$ cat src/rtl/sprite_pkg.sv
// Shared types and constants for the sprite list packer: entry layout, commit FSM states, register map.
package sprite_pkg;

   localparam int unsigned NUM_SPRITES_DEF = 20;
   localparam int unsigned ENTRY_W_DEF     = 24;
   localparam int unsigned BUNDLE_W_DEF    = 512;

   localparam logic [4:0] ADDR_COMMIT = 5'd20;
   localparam logic [4:0] ADDR_STATUS = 5'd21;

   typedef struct packed {
      logic [3:0] id;
      logic [9:0] x;
      logic [9:0] y;
   } sprite_entry_t;

   typedef enum logic [1:0] {IDLE, ARMED, PUSH} packer_state_t;

   function automatic logic [31:0] status_word(input logic [7:0] cnt, input logic pending);
      return {16'h0000, cnt, 7'b0000000, pending};
   endfunction

endpackage

$ cat src/rtl/sprite_commit_fsm.sv
// Commit sequencer: arms on COMMIT, snapshots on the next frame start, strobes gl_write for one
// cycle and counts completed pushes.
module sprite_commit_fsm
   import sprite_pkg::*;
(
   input  logic       clk,
   input  logic       reset,
   input  logic       commit_wr,
   input  logic       frame_start,
   output logic       pending,
   output logic       snapshot,
   output logic       gl_write,
   output logic [7:0] commit_cnt
);

   packer_state_t state_q, state_d;
   logic [7:0]    cnt_q;

   always_ff @(posedge clk) begin
      if (reset) begin
         state_q <= IDLE;
      end else begin
         state_q <= state_d;
      end
   end

   // COMMIT writes seen while ARMED fall through unchanged: they merge into the pending push.
   always_comb begin
      state_d = state_q;
      case (state_q)
         IDLE:    if (commit_wr) state_d = ARMED;
         ARMED:   if (frame_start) state_d = PUSH;
         PUSH:    state_d = commit_wr ? ARMED : IDLE;
         default: state_d = IDLE;
      endcase
   end

   always_comb begin
      pending  = (state_q == ARMED);
      snapshot = (state_q == ARMED) && frame_start;
      gl_write = (state_q == PUSH);
   end

   always_ff @(posedge clk) begin
      if (reset) begin
         cnt_q <= 8'd0;
      end else if (state_q == PUSH) begin
         cnt_q <= cnt_q + 8'd1;
      end
   end

   assign commit_cnt = cnt_q;

endmodule

$ cat src/rtl/sprite_list_packer.sv
// Avalon-MM sprite shadow table with frame-synchronised bundle push to the VGA block.
// Optional: define SPRITE_READBACK_EN to make slot entries readable over the bus.
module sprite_list_packer
   import sprite_pkg::*;
#(
   parameter int unsigned NUM_SPRITES = NUM_SPRITES_DEF,
   parameter int unsigned ENTRY_W     = ENTRY_W_DEF,
   parameter int unsigned BUNDLE_W    = BUNDLE_W_DEF
) (
   input  logic                clk,
   input  logic                reset,
   input  logic                chipselect,
   input  logic                write,
   input  logic                read,
   input  logic [4:0]          address,
   input  logic [31:0]         writedata,
   output logic [31:0]         readdata,
   input  logic                frame_start,
   output logic [BUNDLE_W-1:0] gl_data,
   output logic                gl_write
);

   sprite_entry_t       shadow_q [NUM_SPRITES];
   logic [BUNDLE_W-1:0] packed_bundle;
   logic [BUNDLE_W-1:0] gl_data_q;
   logic [31:0]         rdata_d, rdata_q;
   logic                slot_wr, commit_wr;
   logic                pending, snapshot;
   logic [7:0]          commit_cnt;
   logic                unused_wdata;

   assign unused_wdata = ^writedata[31:24];

   assign slot_wr   = chipselect && write && ({27'd0, address} < NUM_SPRITES);
   assign commit_wr = chipselect && write && (address == ADDR_COMMIT);

   always_ff @(posedge clk) begin
      if (reset) begin
         shadow_q <= '{default: '0};
      end else if (slot_wr) begin
         shadow_q[address] <= sprite_entry_t'(writedata[23:0]);
      end
   end

   always_comb begin
      packed_bundle = '0;
      for (int i = 0; i < NUM_SPRITES; i++) begin
         packed_bundle[i*ENTRY_W +: ENTRY_W] = shadow_q[i];
      end
   end

   // Snapshot uses the pre-edge table, so a slot write on the same edge lands in the next push.
   always_ff @(posedge clk) begin
      if (reset) begin
         gl_data_q <= '0;
      end else if (snapshot) begin
         gl_data_q <= packed_bundle;
      end
   end

   sprite_commit_fsm u_fsm (
      .clk         (clk),
      .reset       (reset),
      .commit_wr   (commit_wr),
      .frame_start (frame_start),
      .pending     (pending),
      .snapshot    (snapshot),
      .gl_write    (gl_write),
      .commit_cnt  (commit_cnt)
   );

   always_comb begin
      rdata_d = 32'd0;
      if (address == ADDR_STATUS) begin
         rdata_d = status_word(commit_cnt, pending);
      end
`ifdef SPRITE_READBACK_EN
      else if ({27'd0, address} < NUM_SPRITES) begin
         rdata_d = {8'd0, shadow_q[address]};
      end
`else
`endif
   end

   always_ff @(posedge clk) begin
      if (reset) begin
         rdata_q <= 32'd0;
      end else if (chipselect && read) begin
         rdata_q <= rdata_d;
      end
   end

   assign readdata = rdata_q;
   assign gl_data  = gl_data_q;

endmodule

$ cat config.mk
export PLATFORM = sky130hd
export DESIGN_NAME = sprite_list_packer
export DESIGN_NICKNAME = d
export VERILOG_FILES = /design/src/rtl/sprite_pkg.sv /design/src/rtl/sprite_commit_fsm.sv /design/src/rtl/sprite_list_packer.sv
export SDC_FILE = /design/constraint.sdc
export NUM_CORES = 2
export LEC_CHECK = 0
export ABC_CLOCK_PERIOD_IN_PS = 4800
export BUFFER_PORTS_ARGS = -buffer_cell sky130_fd_sc_hd__buf_2
export CORE_UTILIZATION = 40
export DETAILED_ROUTE_END_ITERATION = 7
export PLACE_DENSITY_LB_ADDON = 0.25
export SLEW_MARGIN = 10
export SYNTH_ARGS = -nofsm -noshare
export SYNTH_HDL_FRONTEND = slang
export SYNTH_SLANG_ARGS = --single-unit
$ cat constraint.sdc
create_clock -name clk -period 4.8 [get_ports clk]
set_clock_uncertainty 0.05 [all_clocks]
set_input_delay 0.96 -clock clk [delete_from_list [all_inputs] [get_ports clk]]
set_output_delay 0.96 -clock clk [all_outputs]
set_load 0.02 [all_outputs]
==> flow_summary_export.csv <==
group,metric,value,unit
critical_path,cp_max_fo,7,
clock_network,clock-sinks,979,
logic_synthesis,synthMuxAreaShare,0.06655,
timing,finalHoldViolations,0,
timing,fin_crit,2540,ps
placement,placed_cells,5535,
layout,drive_gt1_frac,0.1680,
placement,dp_hpwl,70.65,mm
logic_synthesis,mappedNetlistArea,36100,sq um
logic_synthesis,syn_area_per_cell,8.601,sq um
logic_synthesis,yosys.area_share.simple,0.1927,
timing,slew_headroom,0.1888,
floorplan,coreArea,88920,sq um
clock_network,htree_levels,3,
logic_synthesis,yosysWarnings,0,
global_route,overflow,0,
floorplan,die_w,302.4,um
timing,finalSetupViolations,0,
drt,drtPass1Iterations,5,
timing,worstMarginPinSlew,1217,ps
logic_synthesis,syn_inst,4197,
layout,finalNonFillerCells,5726,
global_route,grt_usage,0.2516,
logic_synthesis,async_flop_share,0,
logic_synthesis,synth_xor_area_frac,0.0004853,
clock_network,cts_buffer_depth,3,
drt,ant_nets,0,
floorplan,fp.dieH,302.4,um
layout,stdcell_area,42260,sq um
clock_network,cts_inserted_buffers,102,
logic_synthesis,ys_ff_latch,979,
clock_network,root_buffer,"clkbuf_16",
drt,drt_iter0_markers,2659,
critical_path,critPathLaunchType,"register",
clock_network,path_clk_slew,60,ps
timing,rsz0062_at_grt,"no",
critical_path,criticalPathCategory,"reg2out",
placement,dpl_cell_area,38760,sq um
global_route,grt_pass1_vias,27023,
logic_synthesis,synthFlopType,"dfxtp_1",
global_route,antenna_found_initial,0,
logic_synthesis,yosysTopAreaCell,"dfxtp_1",
clock_network,cts_resized,0,
placement,place.gp.congestion,0.7779,
placement,portBuffers,524,
clock_network,clock_insertion_delay_worst_skew,660,ps
critical_path,critPathCaptureType,"output port",
logic_synthesis,synth_top_family_by_area,"simple AND/OR/NAND/NOR gates",
logic_synthesis,synthAdderAreaFrac,0.0003466,
critical_path,cp.arrival,1530,ps
layout,nets,4518,
floorplan,num_io_pins,588,
clock_network,cts_hold_buffers,0,
floorplan,num_rows,109,
clock_network,cts_tree,"yes",
timing,fmax,393.7,MHz
power_and_ir_drop,cellPowerDensity,399.9,nW/um^2
timing,period_share,0.5291,
timing,setup_tns,0,ps
power_and_ir_drop,p_leak,17.03,nW
logic_synthesis,synth_edf_count,0,
run,drv_cap,0,
global_route,grt_max_degree,153,
drt,via_per_inst,5.181,
hold_path,hold_class,"reg2reg",
floorplan,dieArea,91450,sq um
critical_path,cp.required,3790,ps
global_route,grt_pass1_wl,173.9,mm
logic_synthesis,ys_seq_area_frac,0.5429,
drt,drc,0,
logic_synthesis,synth-compound-area-share,0.1362,
logic_synthesis,synth_top_area_frac,0.5429,
logic_synthesis,synth_cell_type_count,38,
power_and_ir_drop,peakVddDrop,0.0002565,V
clock_network,post-cts-setup-buffer-count,0,
floorplan,start_util,0.4059,
drt,vias,29666,
logic_synthesis,synth.area.top_cells,"dfxtp_1 (54%), a21oi_1 (10%), nand2_1 (10%)",
drt,routedWlPerCell,20.92,um
outcome,status,"finished, final reports clean",
layout,areaGrowthSynthToFinish,17.07,%
drt,wl,119.8,mm
timing,slew_viol_final,0,
power_and_ir_drop,power,16.90,mW
sequential cells by signal, indices dropped and copies added (netlist names):
signal            cells
u_fsm.commit_cnt      8
gl_data             480
readdata              9
packed_bundle       480
u_fsm.state_q         2
report_power, final:
group          internal, mW  switching [mW]  leakage (nW)
combinational        0.0958           0.483          7.41
clock                  4.81            3.36          1.74
sequential             8.14         0.00793          7.88
area by class of cell:
class	count	area [sq um]
multi-input combinational	2816	14520
fill	8694	46660
antenna	2	5.005
clock buffer	149	3072
inverter	2	7.507
clock inverter	40	422.9
sequential	979	19600
timing repair buffer	573	3176
tap	1165	1458
stage by stage:
stage	setup WS, ps	util	hold WS, ps
finish	2260	0.4752	382.8
global route	2127	0.4752	406.6
CTS	2219	0.4752	385.8
detailed placement	1618	0.4359	388.9
global placement	1631	0.4359	384.5
floorplan	2626	-	378.4
worst paths after layout:
| kind | start | to | slack (ps) | cells after the start |
|---|---|---|---|---|
| worst min register to register | packed_bundle[128]$_SDFFE_PP0P_ | gl_data[128]$_SDFFE_PP0P_ | 380 | 2 |
| worst max-delay path | u_fsm.state_q[0]$_SDFFE_PP0P_ | gl_write | 2260 | 3 |
| worst max register to register | u_fsm.state_q[1]$_SDFFE_PP0P_ | gl_data[316]$_SDFFE_PP0P_ | 2490 | 4 |
| worst min-delay path | packed_bundle[128]$_SDFFE_PP0P_ | gl_data[128]$_SDFFE_PP0P_ | 380 | 2 |
synthesized netlist by cell type (2+ instances only):
| library cell | number |
|---|---|
| nor3b_4 | 3 |
| buf_1 | 41 |
| and2_1 | 2 |
| and3b_1 | 3 |
| buf_4 | 81 |
| nand2_2 | 8 |
| o21ai_0 | 221 |
| nand3b_1 | 4 |
| a21oi_1 | 736 |
| inv_1 | 2 |
| or3b_1 | 3 |
| dfxtp_1 | 979 |
| nand3_1 | 243 |
| or4_1 | 2 |
| buf_6 | 7 |
| o21ai_1 | 22 |
| o31ai_1 | 2 |
| and4b_1 | 2 |
| clkbuf_1 | 228 |
| mux2i_1 | 240 |
| and2_0 | 2 |
| nor2_1 | 3 |
| buf_2 | 91 |
| nand2b_1 | 266 |
| nand2_1 | 975 |
| nand4_1 | 10 |
| clkbuf_2 | 5 |
| nand4b_1 | 2 |
| or3_1 | 4 |
| nor2b_1 | 2 |
routing by layer:
metal	vias to the layer above	GRT usage	routed length [um]
met4	0	0.07562	2753
met5	-	0	0
li1	14355	-	-
met1	14270	0.3355	52410
met2	895	0.4216	58230
met3	146	0.03469	6373
critical path: stages, from the launching register on:
cell	delay, ps
dfxtp_1	350
nand2b_1	200
inv_1	130
buf_2	190
layout by cell type (no fill, tap or decap), types with 3 or more instances in the layout:
cell / Yosys / routed
clkinvlp_4: 0 / 4
conb_1: 1 / 55
nand2_1: 975 / 975
nand4_1: 10 / 10
o21ai_1: 22 / 22
mux2i_1: 240 / 240
nand2_2: 8 / 8
buf_2: 91 / 523
nand2b_1: 266 / 266
clkbuf_1: 228 / 15
or3_1: 4 / 4
a21oi_1: 736 / 736
buf_4: 81 / 35
clkbuf_16: 0 / 104
dfxtp_1: 979 / 979
bufinv_16: 0 / 7
nand3b_1: 4 / 4
clkinv_2: 0 / 24
nor2_1: 3 / 3
buf_12: 0 / 14
o21ai_0: 221 / 221
nand3_1: 243 / 243
nor3b_4: 3 / 3
clkbuf_8: 0 / 30
cell families after synthesis:
logic type                 Yosys count
and+or+nand+nor                   1537
AOI/OAI and AO/OA                  981
DFF                                979
buffers and inverters              456
muxes                              240
xor gates and xnor gates             2
adders and majority gates            1
other                                1
(Power assumes the default switching activity.)
